## config.mk

```make
export PLATFORM = sky130hd
export DESIGN_NAME = gb80_register_file
export DESIGN_NICKNAME = d
export VERILOG_FILES = /design/src/rtl/gb80_pkg.sv /design/src/rtl/gb80_addr_latch_inc.sv /design/src/rtl/gb80_register_file.sv
export SDC_FILE = /design/constraint.sdc
export NUM_CORES = 1
export LEC_CHECK = 0
export CORE_ASPECT_RATIO = 0.5
export CORE_MARGIN = 5
export CORE_UTILIZATION = 27
export CTS_CLUSTER_DIAMETER = 30
export DETAILED_ROUTE_END_ITERATION = 8
export SYNTH_ARGS = -nofsm -noshare
export SYNTH_HDL_FRONTEND = slang
export SYNTH_SLANG_ARGS = --single-unit
```

## constraint.sdc

```tcl
create_clock -name i_clk -period 1.9 [get_ports i_clk]
set_input_delay 0.19 -clock i_clk [delete_from_list [all_inputs] [get_ports i_clk]]
set_output_delay 0.19 -clock i_clk [all_outputs]
set_load 0.005 [all_outputs]
```

## src/rtl/gb80_pkg.sv

```systemverilog
// Shared GB80 datapath constants: 8-bit register map, register-pair map
// and the architectural reset values of SP and PC.
package gb80_pkg;

  typedef enum logic [2:0] {
    REG_B    = 3'd0,
    REG_C    = 3'd1,
    REG_D    = 3'd2,
    REG_E    = 3'd3,
    REG_H    = 3'd4,
    REG_L    = 3'd5,
    REG_NONE = 3'd6,
    REG_A    = 3'd7
  } reg_idx_e;

  typedef enum logic [2:0] {
    PAIR_BC = 3'd0,
    PAIR_DE = 3'd1,
    PAIR_HL = 3'd2,
    PAIR_PC = 3'd3,
    PAIR_SP = 3'd4
  } pair_idx_e;

  localparam logic [15:0] SP_RESET_DEFAULT = 16'hFFFE;
  localparam logic [15:0] PC_RESET_DEFAULT = 16'h0000;

endpackage

```

## src/rtl/gb80_addr_latch_inc.sv

```systemverilog
// Memory address latch and pair pointer: holds the last selected pair value
// on the address bus and produces the post-fetch +1 write-back.
module gb80_addr_latch_inc
  import gb80_pkg::*;
#(
  parameter int               ADDR_LENGTH = 3,
  parameter int               WIDTH       = 16,
  parameter logic [WIDTH-1:0] LATCH_RESET = PC_RESET_DEFAULT
) (
  input  logic                   clk,
  input  logic                   reset,
  input  logic                   addr_rd,
  input  logic                   addr_wr,
  input  logic [ADDR_LENGTH-1:0] sel,
  input  logic [WIDTH-1:0]       pair_value,
  output logic [WIDTH-1:0]       addr_bus,
  output logic                   wb_en,
  output logic [ADDR_LENGTH-1:0] wb_sel,
  output logic [WIDTH-1:0]       wb_value
);

  logic [WIDTH-1:0]       addr_latch;
  logic [ADDR_LENGTH-1:0] ptr;

  // The increment always works from the values latched by an earlier
  // addr_rd, so a simultaneous addr_rd only affects the following cycle.
  assign addr_bus = addr_rd ? pair_value : addr_latch;
  assign wb_en    = addr_wr;
  assign wb_sel   = ptr;
  assign wb_value = addr_latch + 1'b1;

  always_ff @(posedge clk) begin
    if (reset) begin
      addr_latch <= LATCH_RESET;
      ptr        <= ADDR_LENGTH'(PAIR_PC);
    end else if (addr_rd) begin
      // NOTE: state registers use non-blocking assignments so every flop
      // samples the pre-edge values regardless of statement order.
      addr_latch <= pair_value;
      ptr        <= sel;
    end
  end

endmodule

```

## src/rtl/gb80_register_file.sv

```systemverilog
// GB80 register file: B,C,D,E,H,L,A plus SP/PC, 8-bit data bus access,
// pair loads, and the address bus with post-fetch pair increment.
module gb80_register_file
  import gb80_pkg::*;
#(
  parameter int                      ADDR_LENGTH = 3,
  parameter int                      DATA_WIDTH  = 8,
  parameter logic [2*DATA_WIDTH-1:0] SP_RESET    = SP_RESET_DEFAULT,
  parameter logic [2*DATA_WIDTH-1:0] PC_RESET    = PC_RESET_DEFAULT
) (
  input  logic                    i_clk,
  input  logic                    i_reset,
  input  logic [ADDR_LENGTH-1:0]  i_addr,
  input  logic                    i_wr,
  input  logic                    i_rd,
  input  logic                    i_addr_rd,
  input  logic                    i_addr_wr,
  input  logic                    i_pair_ld,
  input  logic [2*DATA_WIDTH-1:0] i_pair_data,
  input  logic [DATA_WIDTH-1:0]   i_data,
  output logic [DATA_WIDTH-1:0]   o_data,
  output logic                    o_data_oe,
  output logic [2*DATA_WIDTH-1:0] o_addr_bus
);

  localparam int PW    = 2 * DATA_WIDTH;
  localparam int NREGS = 2 ** ADDR_LENGTH;

  // Slot REG_NONE exists in the array but is never written.
  logic [DATA_WIDTH-1:0]  regs   [NREGS];
  logic [DATA_WIDTH-1:0]  regs_n [NREGS];
  logic [PW-1:0]          pc, sp, pc_n, sp_n;
  logic [PW-1:0]          pair_rd;
  logic                   wb_en;
  logic [ADDR_LENGTH-1:0] wb_sel;
  logic [PW-1:0]          wb_value;
  logic                   ld_en;
  logic [ADDR_LENGTH-1:0] ld_sel;
  logic [PW-1:0]          ld_val;

  always_comb begin
    pair_rd = '0;
    case (i_addr)
      PAIR_BC: pair_rd = {regs[REG_B], regs[REG_C]};
      PAIR_DE: pair_rd = {regs[REG_D], regs[REG_E]};
      PAIR_HL: pair_rd = {regs[REG_H], regs[REG_L]};
      PAIR_PC: pair_rd = pc;
      PAIR_SP: pair_rd = sp;
      default: pair_rd = '0;
    endcase
  end

  gb80_addr_latch_inc #(
    .ADDR_LENGTH (ADDR_LENGTH),
    .WIDTH       (PW),
    .LATCH_RESET (PC_RESET)
  ) u_addr_latch_inc (
    .clk        (i_clk),
    .reset      (i_reset),
    .addr_rd    (i_addr_rd),
    .addr_wr    (i_addr_wr),
    .sel        (i_addr),
    .pair_value (pair_rd),
    .addr_bus   (o_addr_bus),
    .wb_en      (wb_en),
    .wb_sel     (wb_sel),
    .wb_value   (wb_value)
  );

  // Writers are applied lowest priority first (byte write, pair load,
  // increment), so a later writer overrides an earlier one per byte.
  always_comb begin
    // NOTE: every combinational output is given a default up front so no
    // path leaves it unassigned and no latch is inferred.
    regs_n = regs;
    pc_n   = pc;
    sp_n   = sp;
    ld_en  = 1'b0;
    ld_sel = '0;
    ld_val = '0;
    if (i_wr && i_addr != REG_NONE) regs_n[i_addr] = i_data;
    for (int k = 0; k < 2; k++) begin
      ld_en  = (k == 0) ? i_pair_ld   : wb_en;
      ld_sel = (k == 0) ? i_addr      : wb_sel;
      ld_val = (k == 0) ? i_pair_data : wb_value;
      if (ld_en) begin
        case (ld_sel)
          PAIR_BC: {regs_n[REG_B], regs_n[REG_C]} = ld_val;
          PAIR_DE: {regs_n[REG_D], regs_n[REG_E]} = ld_val;
          PAIR_HL: {regs_n[REG_H], regs_n[REG_L]} = ld_val;
          PAIR_PC: pc_n = ld_val;
          PAIR_SP: sp_n = ld_val;
          default: ;
        endcase
      end
    end
  end

  always_ff @(posedge i_clk) begin
    if (i_reset) begin
      // NOTE: this small array is architectural state and is reset in full;
      // large storage memories would normally be left unreset.
      for (int i = 0; i < NREGS; i++) regs[i] <= '0;
      pc <= PC_RESET;
      sp <= SP_RESET;
    end else begin
      regs <= regs_n;
      pc   <= pc_n;
      sp   <= sp_n;
    end
  end

  always_comb begin
    o_data = '0;
    if (i_rd && i_addr != REG_NONE) o_data = regs[i_addr];
  end

  assign o_data_oe = i_rd;

endmodule

```

Word-level counts from Yosys, hierarchy flattened. Index checks and enable logic that the tools add are counted.

Flip-flop bits (word level): 115. Output and inout bits: 25. Word-level logic and storage cells: 56.

$add $sub $neg: 1. Magnitude comparators: 2. Equal/unequal tests: 9. Mux-type cells: 26. Bitwise logic cells: 1. Reductions and logical operators: 5.

Operators with widths (number): $mux W16 (15); $mux W48 (2); $pmux W16 S5 (1); $bwmux W64 (1); $mux W64 (1); $mux W8 (4); $bmux W8 S3 (1); $demux W8 S3 (1); $add A16 B1 Y16 const B (1); $eq A3 B2 Y1 const B (4); $eq A3 B1 Y1 const B (2); $eq A3 B3 Y1 const B (2); $logic_not A3 Y1 (2); $ge A4 B4 Y1 const B (1); $lt A4 B1 Y1 const B (1); $not A3 Y4 (1); $logic_and A1 B1 Y1 (3); $ne A3 B3 Y1 const B (1).

Longest topological paths before layout. Gate-level depths: netlist of run 1.

Word-level depth: 11. Depth in mapped cells: 8.

Cells and area by module. A second synthesis of run 1 with hierarchy kept.

Cell total of the unflattened synthesis: 749. Area total of the unflattened synthesis: 6687.7 sq um.

Modules (own cells, without submodules): gb80_register_file (times used 1, cells an instance 640, area each 5669.2 sq um, seq. area each 1761.7 sq um); gb80_addr_latch_inc (times used 1, cells an instance 109, area each 1018.5 sq um, seq. area each 380.4 sq um).

Least setup slack after synthesis of run 1. No wires, ideal clock.

Path kind: reg2reg. Start point: register u_addr_latch_inc.addr_latch[0]. End point: register regs[62] in the netlist's numbering. Arrival time: 1.719 ns. Slack: 0.061 ns. Cell stages (with the launch flop): 6. Buffers on the path: 0. Cell sequence: dfxtp_1 > ha_1 > nand4_4 > nor4_4 > nor3_1 > a211o_1.

Longest elaborated chain between the ends: 3.

Ends and longest elaborated chain: start, declared (RTL line gb80_addr_latch_inc.sv:22) `logic [WIDTH-1:0] addr_latch;`; start signal, assigned (RTL line gb80_addr_latch_inc.sv:39) `addr_latch <= pair_value;`; $add A16 B1 Y16 (RTL line gb80_addr_latch_inc.sv:30) `assign wb_value = addr_latch + 1'b1;`; $mux W16 (RTL line gb80_register_file.sv:87) `case (ld_sel)`; $mux W48 (RTL line gb80_register_file.sv:86) `if (ld_en) begin`; end signal, assigned (RTL line gb80_register_file.sv:107) `regs <= regs_n;`; end, declared (RTL line gb80_register_file.sv:30) `logic [DATA_WIDTH-1:0] regs [NREGS];`.

No other way between the ends. A chain may end at the register's enable or synchronous reset.

Worst setup path in the final report of run 1.
Start point: register pc[1]. End point: output o_addr_bus[1].

Longest elaborated chain between the ends: 2.

Ends and longest elaborated chain: start, declared (RTL line gb80_register_file.sv:32) `logic [PW-1:0] pc, sp, pc_n, sp_n;`; start signal, assigned (RTL line gb80_register_file.sv:108) `pc <= pc_n;`; $pmux W16 S5 (RTL line gb80_register_file.sv:43) `case (i_addr)`; $mux W16; end, declared (RTL line gb80_register_file.sv:23) `output logic [2*DATA_WIDTH-1:0] o_addr_bus`.

No other way between the ends.

==> impl_results.md, run 1 <==
* GRT Total Usage at 0.194
* Synthesis-stage register bit count at 107
* # DRC at 0
* Fill cells at 2518
* Die height at 124 um
* Die area at 29500 um^2
* Final Non-Filler Cells at 1335
* Final WL at 29200 um
* Failing checks: setup timing
* Initial antenna violation count at 1
* Routed vias/inst at 5.55
* Area Growth Syn to Fin at 39.1%
* Syn Nets at 861
* Fmax at 0.519 GHz
* Vias at 7410
* Commonest non-fill, non-tap cell in the layout: buf_4
* Antenna fix cells at 0
* Layout cells sized above 1 at 0.310
* Dpl cell area at 9040 um^2
* Slew Limit Fails at 0
* Nets at 1021
* CTS tree: built
* Placed insts at 1303
* Status: complete, but fails checks
* Kind of critical path: reg2out
* Syn avg cell area at 8.49 um^2
* CTS buffer count at 9
* Final setup vio count at 3
* Post-synth EDFFs at 0
* Post-route cell area at 9750 um^2
* Core footprint at 25400 um^2
* Post-route clock period utilization at 1.01
* RSZ-0062 raised after global routing: yes
* Seq/Total Area, Yosys at 0.305
* Vias in the first global route at 6976
* Detailed Routing Iterations Pass 1 at 5
* Worst rel slew slack at 0.322
* Worst Hold Class: in2reg
* Ports at 59
* Root Buffer: clkbuf_16
* LEAKAGE at 3.85 nW
* Routed wire per std cell at 21.9 um
* Die width at 238 um
* Crit end category: output pin
* Yosys warns at 0
* Final Hold Fails at 0
* Placement row count at 41
* Top cell type's share of synthesized area at 0.305
* Power density cells at 596 nW/um^2
* Global-route wire length before repair at 43700 um
* CTS clk-pin slew, worst paths at 80 ps
* Startpoint types: register
* CTS HTree Levels at 3
* Aggregate global routing overflow at 0
* Pwr Total at 5.81 mW
* Initial Util at 0.276
* CP arrival at 1740 ps
* Worst-Margin Slew at 1010 ps
* Async SR Flop Fraction at 0
* DRT antenna net count at 0
* Crit path required time at 1710 ps
* RePlAce Congestion at 0.930
* Clock Latency Late Sink at 360 ps
* Post-DP HPWL at 22100 um
* Post-route minimum period at 1930 ps
* Maximum vdd drop at 348 uV
* Port Buffers at 58
* 1st-iter DRT viols at 849
* Worst-path fanout max at 2
* Commonest cells after routing, fill and taps aside: buf_4 (138), dfxtp_1 (88), mux2i_1 (86)
* Max_cap viols at 0
* Setup ws final at -26.8 ps
* Library cells used by synthesis at 63
* Synth area leader: dfxtp_1
* Clk buf depth at 2
* Final Hold Slack at 244 ps
* Syn Std Cell Area at 7010 um^2
* Clock sink count at 107
* Synth Flop Type: dfxtp_1
* Post-synthesis cell count at 826
* CTS Hold Bufs at 0
* Clock Skew at 15.1 ps
* Largest net degree at the start of global routing at 33
* Synth area leaders: dfxtp_1 (31%), mux2i_1 (13%), a211o_1 (5.4%), o21ai_0 (4.1%), nor2_1 (3.6%)
registers in the layout (all words and copies together), names as in the netlist, named ones only:
signal and flops:
pc 16, regs 48, u_addr_latch_inc.addr_latch 16, sp 16, u_addr_latch_inc.wb_sel 3
cell families (layout without fill, tap and decap cells):
logic type      count (synthesis)  after routing  synth area share
compound gates                249            249             0.238
flops                         107            107             0.305
fa+ha+maj                       1              1           0.00178
simple gates                  258            258             0.203
xor+xnor                        6              6           0.00749
buf+inv                        91            256            0.0585
mux                           114            114             0.185
worst max-delay path, cell delays in order, from the launching register on:
cell and delay [ps]:
dfxtp_4 360, mux4_2 580, a21oi_4 220, o22ai_2 80
buf_2 130
path summary, 6_finish.rpt:
| kind | end | slack [ps] | from | cells past startpoint |
|---|---|---|---|---|
| min reg2reg | register | 470 | register | 2 |
| min | u_addr_latch_inc.wb_sel[2] | 240 | i_reset | 2 |
| max | o_addr_bus[1] | -30 | pc[1] | 4 |
| max reg2reg | pc[8] | 90 | u_addr_latch_inc.addr_latch[0] | 5 |
synthesized netlist by cell type (10+ instances only):
cell      count
dfxtp_1     107
mux2i_1      88
nor2_1       67
o21ai_0      57
nand2_1      53
a211o_1      43
a21oi_1      43
clkbuf_1     35
buf_2        24
nor3_1       22
a211oi_1     20
a21o_1       18
nand3_1      17
and3_1       16
inv_1        16
mux2_2       15
o22ai_1      14
nand4_1      13
mux4_2       11
nand2b_1     11
buf_4        10
metrics by stage:
stage	util	TNS, ps	setup WS, ps
finish	0.384	-31.6	-26.8
global route	0.384	-297	-57.0
CTS	0.381	-61.4	-51.3
detailed placement	0.356	-21590	-459
global placement	0.356	-20420	-518
floorplan	-	0	60.9
per-layer routing:
layer  wire (um)  track usage  vias up
met5          20            0        -
met4         587       0.0512        2
met3        2280       0.0389       53
met2       12600        0.302      341
met1       13700        0.277     3597
li1            -            -     3417
report_power, final:
part           total [mW]  internal [mW]  switching [mW]
Sequential           2.46           2.36          0.0954
Combinational        1.35          0.654           0.697
Clock                2.00           1.05           0.957
layout make-up:
| type | instances | area [um^2] | share of cell area |
|---|---|---|---|
| tap | 344 | 430 | 0.0441 |
| multi-input combinational | 628 | 4750 | 0.487 |
| clock inverter | 7 | 85.1 | 0.00872 |
| timing repair buffer | 223 | 2030 | 0.208 |
| inverter | 17 | 63.8 | 0.00654 |
| sequential | 107 | 2170 | 0.223 |
| clock buffer | 9 | 225 | 0.0231 |
what timing repair did:
item / 4_1_cts / 5_1_grt
gates resized for setup: 135 / 21
setup buffers: 11 / 5
endpoints found under the setup margin: 24 / 22
pin swaps: 32 / 20
Power figures use the tool's default switching activity.
==> run 2, diff against run 1 <==
GPL_TIMING_DRIVEN = 0   (was default)
SETUP_SLACK_MARGIN = 0.1   (was default)
==> run 2 against run 1 <==
The run still ends with setup timing left. First-iteration DRC count is 22% higher. Total power up 3.0%. Via count grew 4.9%. Routed wire length is 13% higher. Combinational power up 4%. Setup slack worse by 18 ps. Register-to-register slack better by 30 ps. Sequential cell count stayed put. Global-route usage is 2.0 points higher. Largest power group unchanged.
==> impl_results.md, run 2 (synthesized netlist as in run 1, its figures left out) <==
* Routed wire per std cell at 25.2 um
* CTS buffer count at 9
* Pwr Total at 5.98 mW
* Post-DP HPWL at 23500 um
* CTS HTree Levels at 3
* Vias at 7770
* Slew Limit Fails at 0
* Dpl cell area at 8010 um^2
* Commonest cells after routing, fill and taps aside: dfxtp_1 (81), mux2i_1 (80), buf_4 (62)
* Worst-case reg-to-reg path depth at 7
* Max_cap viols at 0
* Initial antenna violation count at 1
* Hold endpoint: u_addr_latch_inc.wb_sel[0]
* Total Neg Setup Slack at -88.0 ps
* Fill cells at 2498
* # DRC at 0
* Crit path required time at 1710 ps
* Max incr delay on CP at 370 ps
* Routed vias/inst at 5.93
* Final Hold Fails at 0
* Placement row count at 41
* Worst-path fanout max at 3
* Final Non-Filler Cells at 1311
* Root Buffer: clkbuf_16
* Fmax at 0.514 GHz
* Global-route wire length before repair at 46900 um
* Aggregate global routing overflow at 0
* Clock Latency Late Sink at 370 ps
* Vias in the first global route at 7059
* Area Growth Syn to Fin at 39.3%
* RSZ-0062 raised after global routing: yes
* Hold path cells at 3
* Setup ws final at -44.7 ps
* Commonest non-fill, non-tap cell in the layout: dfxtp_1
* Number of flip-flops under the largest register name at 48
* Die height at 124 um
* Clk buf depth at 2
* Failing checks: setup timing
* Ports at 59
* 1st-iter DRT viols at 1037
* CP cell instances: mux2_2, a221o_1, a32oi_1, nor2_2, buf_2
* LEAKAGE at 3.69 nW
* Worst r2r src: u_addr_latch_inc.addr_latch[1]
* Detailed Routing Iterations Pass 1 at 7
* Maximum vdd drop at 404 uV
* FF+latch area at 2190 um^2
* Reg2reg end: regs[26]
* CTS tree: built
* Status: complete, but fails checks
* Initial Util at 0.276
* Startpoint types: register
* Placed insts at 1227
* Worst Hold Class: in2reg
* Core footprint at 25400 um^2
* Crit end category: output pin
* Power density cells at 613 nW/um^2
* Largest net degree at the start of global routing at 21
* CP max stage cell: dfxtp_4
* CP top delay family: compound AO/OA/AOI/OAI gates
* Largest register by flop count: regs
* Post-route minimum period at 1940 ps
* Layout cells sized above 1 at 0.328
* Final WL at 33100 um
* Kind of critical path: reg2out
* GRT Total Usage at 0.214
* CTS clk-pin slew, worst paths at 90 ps
* CP startpoint: regs[22]
* Antenna fix cells at 0
* Post-route clock period utilization at 1.02
* CP arrival at 1750 ps
* Area of the multi-input gates at 5030 um^2
* Post-route cell area at 9770 um^2
* Nets at 997
* Die width at 238 um
* Final Hold Slack at 386 ps
* Clock sink count at 107
* CP bufs+invs at 1
* CTS Hold Bufs at 0
* Worst-Margin Slew at 765 ps
* Worst rel slew slack at 0.490
* RePlAce Congestion at 1.01
* Die area at 29500 um^2
* Port Buffers at 57
* DRT antenna net count at 0
* Final setup vio count at 3
* Clock Skew at 10.9 ps
* Hold Crit Start: i_addr_rd
* R2r setup slk at 120 ps
## run 2: worst min-delay path: cells and delay by family
kind                   cells  cell delay [ps]
and+or+nand+nor            1              150
AOI/OAI and AO/OA          1              100
buffers and inverters      1              280
## run 2: layout make-up
class / instances / share of cell area
inverter: 17 / 0.00781
tap: 344 / 0.0441
timing repair buffer: 126 / 0.113
multi-input combinational: 628 / 0.515
clock inverter: 7 / 0.00986
buffer: 73 / 0.0625
clock buffer: 9 / 0.0231
sequential: 107 / 0.225
## run 2: metal layers
layer	track usage	vias up	share of wire
met3	0.0721	100	0.12
met4	0.0710	2	0.036
met5	0	-	0.00039
li1	-	3389	-
met1	0.288	3776	0.41
met2	0.326	503	0.43
## run 2: what timing repair did
item | in CTS | in global routing
endpoints found under the setup margin | 131 | 94
gates resized for setup | 307 | 61
pin swaps | 54 | 29
gates cloned | 5 | 0
setup buffers | 45 | 21
## run 2: worst max path at each step
stage                           end  slack (ps)  depth (start not counted)
final                     o_data[6]         -40                          5
after global routing      o_data[6]         -60                          5
after CTS                 o_data[6]         -30                          5
after detailed placement  o_data[2]       -1440                          8
after global placement    o_data[7]       -1400                          7
after floorplan               pc[8]         190                          5
## run 2: report_power, final
part | internal (mW) | switching (mW)
Clock | 1.07 | 1.04
Sequential | 2.36 | 0.114
Combinational | 0.636 | 0.770
## run 2: stage by stage
stage,setup WS [ps],utilization
global placement,-1400,0.316
CTS,-26.0,0.370
detailed placement,-1440,0.316
floorplan,186,-
finish,-44.7,0.385
global route,-58.2,0.385
